**src/rtl/chess_clock_pkg.sv**
```systemverilog
// Shared types and constants for the chess clock referee and its move counter.
package chess_clock_pkg;

    // One BCD digit as shown on a 7-segment display.
    typedef logic [3:0] bcd_t;

    // Player indices into the per-player buses.
    localparam int PLAYER_W = 0;
    localparam int PLAYER_B = 1;

    // Referee state encoding. These constants are kept so that older code keyed on
    // plain vectors still works alongside the enum view below.
    localparam logic [2:0] ST_IDLE  = 3'd0;
    localparam logic [2:0] ST_RUN_W = 3'd1;
    localparam logic [2:0] ST_RUN_B = 3'd2;
    localparam logic [2:0] ST_PAUSE = 3'd3;
    localparam logic [2:0] ST_OVER  = 3'd4;

    typedef enum logic [2:0] {
        S_IDLE  = ST_IDLE,
        S_RUN_W = ST_RUN_W,
        S_RUN_B = ST_RUN_B,
        S_PAUSE = ST_PAUSE,
        S_OVER  = ST_OVER
    } referee_state_e;

    // The state in which a given player's clock is running.
    function automatic logic [2:0] run_state(input int player);
        return (player == PLAYER_W) ? ST_RUN_W : ST_RUN_B;
    endfunction

endpackage

```
**src/rtl/chess_clock_referee_if.sv**
```systemverilog
// Player-side bus of the chess clock referee.
// The i_pause signal exists only when CHESS_CLOCK_PAUSE_EN is defined.
interface chess_clock_referee_if ();
    import chess_clock_pkg::*;

    logic       i_start;
    logic [1:0] i_turn;
    logic [1:0] i_zero;
`ifdef CHESS_CLOCK_PAUSE_EN
    logic       i_pause;
`endif
    bcd_t [1:0] o_init;
    logic       o_restart;
    logic [1:0] o_stop;
    logic [1:0] o_win;
    bcd_t [1:0] o_moves;

    // Side that drives the game (players / buttons / bench).
    modport master (
        output i_start, i_turn, i_zero,
`ifdef CHESS_CLOCK_PAUSE_EN
        output i_pause,
`endif
        input  o_init, o_restart, o_stop, o_win, o_moves
    );

    // The referee itself.
    modport slave (
        input  i_start, i_turn, i_zero,
`ifdef CHESS_CLOCK_PAUSE_EN
        input  i_pause,
`endif
        output o_init, o_restart, o_stop, o_win, o_moves
    );

endinterface

```
**src/rtl/chess_clock_move_counter.sv**
```systemverilog
// Two-digit BCD full-move counter: synchronous clear, saturating increment at 99.
module chess_clock_move_counter
    import chess_clock_pkg::*;
(
    input  logic       i_clk,
    input  logic       i_rst,
    input  logic       i_clr,
    input  logic       i_inc,
    output bcd_t [1:0] o_moves
);

    bcd_t [1:0] count_q;
    bcd_t [1:0] count_d;
    logic       at_max;

    assign at_max = (count_q[1] == 4'd9) && (count_q[0] == 4'd9);

    // Next count: clear wins over increment; units roll into tens; hold at 99.
    always_comb begin
        count_d = count_q;
        if (i_clr) begin
            count_d = '0;
        end else if (i_inc && !at_max) begin
            if (count_q[0] == 4'd9) begin
                count_d[0] = 4'd0;
                count_d[1] = count_q[1] + 4'd1;
            end else begin
                count_d[0] = count_q[0] + 4'd1;
            end
        end
    end

    // Count register.
    always_ff @(posedge i_clk or posedge i_rst) begin
        if (i_rst) begin
            count_q <= '0;
        end else begin
            count_q <= count_d;
        end
    end

    assign o_moves = count_q;

endmodule

```
**src/rtl/chess_clock_referee.sv**
```systemverilog
// Chess clock referee: decides whose clock runs, detects flag fall, counts full moves.
// Optional pause support is built when CHESS_CLOCK_PAUSE_EN is defined.
module chess_clock_referee
    import chess_clock_pkg::*;
#(
    parameter bcd_t p_init_tens  = 4'd1,
    parameter bcd_t p_init_units = 4'd0
) (
    input  logic                  i_clk,
    input  logic                  i_rst,
    chess_clock_referee_if.slave  bus
);

    logic [2:0] state_q, state_d;
    logic [1:0] stop_q, stop_d;
    logic [1:0] win_q, win_d;
    logic       restart_q, restart_d;
    logic       moves_clr, moves_inc;
`ifdef CHESS_CLOCK_PAUSE_EN
    logic       side_q, side_d;     // 0 = white was running when paused, 1 = black
`endif

    // Game transitions. Start beats everything; flag fall beats pause and turn click.
    always_comb begin
        state_d   = state_q;
        win_d     = win_q;
        restart_d = 1'b0;
        moves_clr = 1'b0;
        moves_inc = 1'b0;
`ifdef CHESS_CLOCK_PAUSE_EN
        side_d    = side_q;
`endif
        if (bus.i_start) begin
            state_d   = ST_RUN_W;
            win_d     = 2'b00;
            restart_d = 1'b1;
            moves_clr = 1'b1;
        end else begin
            case (state_q)
                ST_RUN_W: begin
                    if (bus.i_zero[PLAYER_W]) begin
                        state_d = ST_OVER;
                        win_d   = 2'b10;
                    end
`ifdef CHESS_CLOCK_PAUSE_EN
                    else if (bus.i_pause) begin
                        state_d = ST_PAUSE;
                        side_d  = 1'b0;
                    end
`endif
                    else if (bus.i_turn[PLAYER_W]) begin
                        state_d = ST_RUN_B;
                    end
                end
                ST_RUN_B: begin
                    if (bus.i_zero[PLAYER_B]) begin
                        state_d = ST_OVER;
                        win_d   = 2'b01;
                    end
`ifdef CHESS_CLOCK_PAUSE_EN
                    else if (bus.i_pause) begin
                        state_d = ST_PAUSE;
                        side_d  = 1'b1;
                    end
`endif
                    else if (bus.i_turn[PLAYER_B]) begin
                        state_d   = ST_RUN_W;
                        moves_inc = 1'b1;
                    end
                end
`ifdef CHESS_CLOCK_PAUSE_EN
                ST_PAUSE: begin
                    if (bus.i_pause) begin
                        state_d = side_q ? ST_RUN_B : ST_RUN_W;
                    end
                end
`endif
                default: begin
                    // IDLE and OVER wait for a start pulse.
                end
            endcase
        end
    end

    // A player's clock runs only in that player's RUN state.
    for (genvar gi = 0; gi < 2; gi++) begin : g_stop
        assign stop_d[gi] = (state_d != run_state(gi));
    end

    // State and registered outputs.
    always_ff @(posedge i_clk or posedge i_rst) begin
        if (i_rst) begin
            state_q   <= ST_IDLE;
            stop_q    <= 2'b11;
            win_q     <= 2'b00;
            restart_q <= 1'b0;
`ifdef CHESS_CLOCK_PAUSE_EN
            side_q    <= 1'b0;
`endif
        end else begin
            state_q   <= state_d;
            stop_q    <= stop_d;
            win_q     <= win_d;
            restart_q <= restart_d;
`ifdef CHESS_CLOCK_PAUSE_EN
            side_q    <= side_d;
`endif
        end
    end

    chess_clock_move_counter u_moves (
        .i_clk   (i_clk),
        .i_rst   (i_rst),
        .i_clr   (moves_clr),
        .i_inc   (moves_inc),
        .o_moves (bus.o_moves)
    );

    assign bus.o_init    = {p_init_tens, p_init_units};
    assign bus.o_stop    = stop_q;
    assign bus.o_win     = win_q;
    assign bus.o_restart = restart_q;

endmodule
```
**src/flat_wrapper.sv**
```systemverilog
// flat-port wrapper written by rule: the top's interface ports become plain ports
module chess_clock_referee_flat import chess_clock_pkg::*;
#(
    parameter bcd_t p_init_tens  = 4'd1,
    parameter bcd_t p_init_units = 4'd0
)
  (i_clk, i_rst, bus_i_start, bus_i_turn, bus_i_zero, bus_o_init, bus_o_restart, bus_o_stop, bus_o_win, bus_o_moves);
  chess_clock_referee_if bus_i ();
  input  logic i_clk;
  input  logic i_rst;
  input wire logic [$bits(bus_i.i_start)-1:0] bus_i_start;
  input wire logic [$bits(bus_i.i_turn)-1:0] bus_i_turn;
  input wire logic [$bits(bus_i.i_zero)-1:0] bus_i_zero;
  output wire logic [$bits(bus_i.o_init)-1:0] bus_o_init;
  output wire logic [$bits(bus_i.o_restart)-1:0] bus_o_restart;
  output wire logic [$bits(bus_i.o_stop)-1:0] bus_o_stop;
  output wire logic [$bits(bus_i.o_win)-1:0] bus_o_win;
  output wire logic [$bits(bus_i.o_moves)-1:0] bus_o_moves;
  assign bus_i.i_start = bus_i_start;
  assign bus_i.i_turn = bus_i_turn;
  assign bus_i.i_zero = bus_i_zero;
  assign bus_o_init = bus_i.o_init;
  assign bus_o_restart = bus_i.o_restart;
  assign bus_o_stop = bus_i.o_stop;
  assign bus_o_win = bus_i.o_win;
  assign bus_o_moves = bus_i.o_moves;
  chess_clock_referee #(.p_init_tens(p_init_tens), .p_init_units(p_init_units)) u_core (.i_clk(i_clk), .i_rst(i_rst), .bus(bus_i));
endmodule
```
**config.mk**
```make
export PLATFORM = sky130hd
export DESIGN_NAME = chess_clock_referee_flat
export DESIGN_NICKNAME = d
export VERILOG_FILES = /design/src/rtl/chess_clock_pkg.sv /design/src/rtl/chess_clock_referee_if.sv /design/src/rtl/chess_clock_move_counter.sv /design/src/rtl/chess_clock_referee.sv /design/src/flat_wrapper.sv
export SDC_FILE = /design/constraint.sdc
export NUM_CORES = 1
export LEC_CHECK = 0
export BUFFER_PORTS_ARGS = -buffer_cell sky130_fd_sc_hd__buf_2
export CAP_MARGIN = 20
export CORE_ASPECT_RATIO = 1.1
export CORE_MARGIN = 4
export CORE_UTILIZATION = 50
export DETAILED_ROUTE_END_ITERATION = 12
export PLACE_DENSITY = 0.78
export SYNTH_ARGS = -nofsm -noshare
export SYNTH_HDL_FRONTEND = slang
export SYNTH_HIERARCHICAL = 1
export SYNTH_SLANG_ARGS = --single-unit
```
**constraint.sdc**
```tcl
create_clock -name i_clk -period 4 [get_ports i_clk]
set_clock_uncertainty 0.05 [all_clocks]
set_input_delay 0.4 -clock i_clk [delete_from_list [all_inputs] [get_ports i_clk]]
set_output_delay 0.4 -clock i_clk [all_outputs]
set_load 0.05 [all_outputs]
```
After elaboration in Yosys (flattened, before gate mapping):

Cells that the tools add are included.

* input bits: 7
* output and inout port bits: 21
* flip-flop bits (word level): 16
* word-level logic and storage cells: 43

* add/sub/neg operators: 2
* eq/ne operators: 8
* muxes and demuxes: 19
* reduce and logical (&&, ||, !) cells: 8

Operator list (number)
* $mux 8: 2
* $mux 3: 5
* $add 4x1->4 const B: 2
* $eq 4x4->1 const B: 2
* $mux 4: 2
* $mux 2: 3
* $ne 3x3->1 const B: 2
* $pmux 3 s2: 1
* $mux 1: 5
* $pmux 2 s2: 1
* $reduce_bool 2->1: 2
* $eq 3x1->1 const B: 1
* $eq 3x2->1 const B: 1
* $ne 3x1->1 const B: 1
* $ne 3x2->1 const B: 1
* $reduce_and 3->1: 1
* $reduce_bool 3->1: 1
* $logic_and 1x1->1: 2
* $reduce_and 2->1: 1
* $logic_not 1->1: 1

Logic depth before layout (Yosys ltp):

* depth in word-level cells: 7
* gate-level depth with buffers: 6
* depth with buffers taken out: 6

Cells and area by module:

The synthesis kept the hierarchy.

Modules (own cells, without submodules)
* chess_clock_move_counter: times used 1, area each 489.2 µm², cells an instance 51
* chess_clock_referee: times used 1, area each 432.9 µm², cells an instance 48

Worst setup path after synthesis:

Ideal clock, no wire load.

* kind: reg-to-reg
* start point: register u_core.u_moves.count_q, in the netlist u_core/u_moves/o_moves[1]
* end point: register u_core.u_moves.count_q, in the netlist u_core/u_moves/o_moves[1]
* data arrival time: 1.686 ns
* stages on the path, launching flop included: 6
* buffers on the path: 0
* setup slack: 2.168 ns
* cells stage by stage: dfrtp_1 inv_1 ha_1 and3b_4 or4b_1 o31ai_1

* cells in the longest elaborated chain, start to end: 5
* elaborated cells between the ends (all ways): 9
* those cells by class: add/sub (1); eq/ne (1); mux (3); reduce/logical (4)

RTL lines
* from (decl): RTL line chess_clock_move_counter.sv:12 `bcd_t [1:0] count_q;`
* from (signal assigned): RTL line chess_clock_move_counter.sv:38 `count_q <= count_d;`
* branches (longest 5 deep; another with $add 4x1->4)

Parallel ways; which one is timed is not known. The select of a mux whose other input is x is not followed.
A chain may end at the register's enable or synchronous reset.

Final worst setup path:

* start point: register u_core.state_q[2]
* end point: register u_core.u_moves.count_q, in the netlist u_core/u_moves/o_moves[5]

* cells in the longest elaborated chain, start to end: 6

RTL lines
* from (decl): RTL line chess_clock_referee.sv:14 `logic [2:0] state_q, state_d;`
* from (signal assigned): RTL line chess_clock_referee.sv:101 `state_q <= state_d;`
* $eq 3x2->1: RTL line chess_clock_referee.sv:39 `case (state_q)`
* $mux 1: RTL line chess_clock_referee.sv:39
* $mux 1: RTL line chess_clock_referee.sv:33 `if (bus.i_start) begin`
* named net u_core.moves_inc: RTL line chess_clock_referee.sv:18 `logic moves_clr, moves_inc;`
* $logic_and 1x1->1: RTL line chess_clock_move_counter.sv:23 `end else if (i_inc && !at_max) begin`
* $reduce_bool 2->1 (no source line)
* $reduce_and 2->1 (no source line)

The timed path passes the listed nets, and every way through them passes these cells.

==> metrics.md <==
| Metric | Value |
|---|---|
| Avg Inst Size Synth | `9.31 sq um` |
| Core box area | `1760 sq um` |
| First-pass GRT wire length | `3.10 mm` |
| Final worst slack | `1.94 ns` |
| Clk slew on worst S/H paths | `0.10 ns` |
| Synth warn | `6` |
| Post-synth cell types | `34` |
| Most used flip-flop cell after synthesis | `dfrtp_1` |
| Gpl congestion | `0.825` |
| Min-Delay Path Class | `primary input to flop` |
| Final setup fails | `0` |
| Die footprint | `2600 sq um` |
| Hold EP | `u_core/bus.o_restart$_DFF_PP0_` |
| Clock share of power | `30.9%` |
| Synthesis-to-layout area growth | `13.3%` |
| Initial antenna violation count | `0` |
| Non-filler instance count after layout | `138` |
| Remaining global-route overflow | `0` |
| Fin nets | `132` |
| Setup Slack @ Placement | `1.99 ns` |
| IO Count | `28` |
| P_leak | `0.503 nW` |
| Final hold vios | `0` |
| Antenna diodes | `0` |
| Drt initial violations | `19` |
| Cell taking the most area after synthesis | `dfrtp_1` |
| Overall die height | `53.0 microns` |
| Drt total wl | `1.82 mm` |
| Multi-input combinational cell area | `459 sq um` |
| Register area | `403 sq um` |
| Async S/R FF share, synth | `100%` |
| Sw Pwr | `0.000113 W` |
| Resize count post-CTS | `0` |
| Synth top area share | `38.0%` |
| Top-count cell post-synth | `dfrtp_1` |
| Pin count of the biggest net entering global routing | `22` |
| Setup_tns | `0 ns` |
| Die W | `48.9 microns` |
| DPL Wire Length | `1.37 mm` |
| EDFF count, synth | `0` |
| Cells after synthesis | `99` |
| Hold Buf Count CTS | `1` |
| Critical path type | `flop to flop` |
| GRT Resource Usage Total | `15.4%` |
| CTS tree | `done` |
| Via/cell ratio | `5.61` |
| Power Density | `338 nW/um^2` |
| Drt pass-1 iters | `4` |
| CP delay by family, top | `simple AND/OR/NAND/NOR gates` |
| Sequential area share after synthesis | `43.7%` |
| Standard-cell row count | `16` |
| Post-synth top cells | `dfrtp_1, a21oi_1, buf_4, nor2_1, nand2_1` |
| Slew Viols, Final | `0` |
| DRC Markers | `0` |
| CP max-delay cell | `or4_1` |
| Clock Latency Late Sink | `0.29 ns` |
| P_int | `0.000241 W` |
| Hold Crit Start | `bus_i_start` |
| R2R Path Start | `u_core/state_q[2]$_DFF_PP0_` |
| Final antenna-violating net count | `0` |
| # H-tree levels | `1` |
| Share of cells above drive strength 1 | `25.0%` |
| Net Sw Frac | `31.9%` |
| Fin crit share | `51.6%` |
| R2R depth | `6` |
| Fill count | `167` |
| Post-synthesis register bit count | `16` |
| Peak VDD IR | `0.193 mV` |
| Vias in the first global route | `738` |
| Crit path capture type | `flop` |
| FF-to-FF setup slack | `1.94 ns` |
| Clock sinks | `16` |
| DP Cell Count | `133` |
| Max clock buf depth | `2` |
| Worst-path fanout max | `8` |
| Crit path buffers/inverters | `0` |
| WP data arrival | `2.21 ns` |
| WP data required | `4.15 ns` |
| Num CTS Buffers | `3` |
| Starting Density | `52.3%` |
| Startpoint Class | `flop` |
| Post-CTS setup buffers | `0` |
| Status | `completed` |
| Post-Syn Area | `922 sq um` |
| CP cell instances | `and2b_1 -> nand3_2 -> nor2_1 -> nand4b_1 -> or4_1 -> o31ai_1` |
| Seq pwr share | `50.1%` |
| Worst r2r dst | `u_core/u_moves/o_moves[5]$_DFFE_PP0P_` |
| Post-route minimum period | `2.06 ns` |
| Vias post-DR | `774` |
| Clk root buf | `clkbuf_4` |
| Port Buffers | `19` |
| CP max stage delay | `0.46 ns` |
| Wirelength per Cell | `13.2 microns` |
| Cell count along the critical path | `6` |
| Max Clk Rate | `485 MHz` |
| Hold depth | `1` |
| Max cap viols | `0` |
| RSZ-0062 raised after global routing | `false` |
| Combinational power share | `19.0%` |
| Top cells by area, synth | `dfrtp_1, buf_4, dfstp_2` |
## sequential cells by signal, indices dropped and copies added (netlist names)
signal                  flops
u_core/bus.o_win            2
u_core/u_moves/o_moves      8
u_core/bus.o_stop           2
u_core/bus.o_restart        1
u_core/state_q              3
## worst register-to-register path, cell delays in order, from the launching register on
cell and delay [ns]:
dfrtp_1 0.44, and2b_1 0.27, nand3_2 0.10, nor2_1 0.31, nand4b_1 0.27, or4_1 0.46, o31ai_1 0.08
## routing by layer
layer | part of all wire, % | vias to the layer above | track usage, % | routed length [microns]
li1 | - | 378 | - | -
met1 | 43 | 362 | 18.0 | 785
met2 | 48 | 30 | 26.7 | 880
met4 | 2.0 | 0 | 8.07 | 37
met5 | 0 | - | 0 | 0
met3 | 6.6 | 4 | 2.82 | 120
## through the flow
stage	utilization [%]	hold slack, ns	cell area, sq um	total power, W
2_1_floorplan	-	0.164	945	0.000237
3_3_place_gp	56.7	0.322	998	0.000245
3_5_place_dp	56.7	0.324	998	0.000247
4_1_cts	59.3	0.338	1040	0.000358
5_1_grt	59.3	0.356	1040	0.000372
6_report	59.3	0.349	1040	0.000353
## layout make-up
class	instances	area share [%]
Clock buffer	4	3.47
Timing Repair Buffer	20	10.1
Sequential cell	16	38.6
Tap cell	18	2.16
Multi-Input combinational cell	75	44.0
Inverter	5	1.80
## cell families (layout without fill, tap and decap cells)
family          count (synthesis)  count (layout)  share of synthesized area (%)
fa+ha+maj                       4               4                           5.43
flops                          16              16                           43.7
compound gates                 22              22                           13.8
buf+inv                        14              29                           8.96
simple gates                   41              41                           27.3
other cells                     2               8                          0.814
## power by group through the flow
stage / Combinational [W] / Sequential [W] / Clock [W]
3_3_place_gp: 0.0000657 / 0.000179 / 0
5_1_grt: 0.0000724 / 0.000178 / 0.000121
6_report: 0.0000670 / 0.000177 / 0.000109
2_1_floorplan: 0.0000436 / 0.000194 / 0
4_1_cts: 0.0000673 / 0.000177 / 0.000114
3_5_place_dp: 0.0000665 / 0.000180 / 0
## worst max path at each step
stage / slack (ns) / endpoint / from
global route: 1.71 / u_core/u_moves/o_moves[5]$_DFFE_PP0P_ / u_core/state_q[2]$_DFF_PP0_
finish: 1.94 / u_core/u_moves/o_moves[5]$_DFFE_PP0P_ / u_core/state_q[2]$_DFF_PP0_
CTS: 1.96 / u_core/u_moves/o_moves[5]$_DFFE_PP0P_ / u_core/state_q[2]$_DFF_PP0_
global placement: 2.10 / u_core/u_moves/o_moves[5]$_DFFE_PP0P_ / u_core/state_q[2]$_DFF_PP0_
floorplan: 2.17 / u_core/u_moves/o_moves[1]$_DFFE_PP0P_ / u_core/u_moves/o_moves[1]$_DFFE_PP0P_
detailed placement: 1.99 / u_core/u_moves/o_moves[5]$_DFFE_PP0P_ / u_core/state_q[2]$_DFF_PP0_
## placed cells by master, fill, tap and decap left out, drive strengths merged, types with 2 or more instances in the layout
| cell | netlist | routed |
|---|---|---|
| conb | 2 | 8 |
| dfrtp | 14 | 14 |
| nand2b | 3 | 3 |
| o21ai | 5 | 5 |
| or4b | 3 | 3 |
| dfstp | 2 | 2 |
| or3 | 2 | 2 |
| nand3 | 4 | 4 |
| ha | 4 | 4 |
| o31ai | 3 | 3 |
| and3b | 2 | 2 |
| clkbuf | 1 | 4 |
| nand2 | 7 | 7 |
| nor2 | 9 | 9 |
| a21oi | 9 | 9 |
| and2b | 2 | 2 |
| a31oi | 2 | 2 |
| inv | 5 | 5 |
| buf | 8 | 19 |
(Power assumes the default switching activity.)
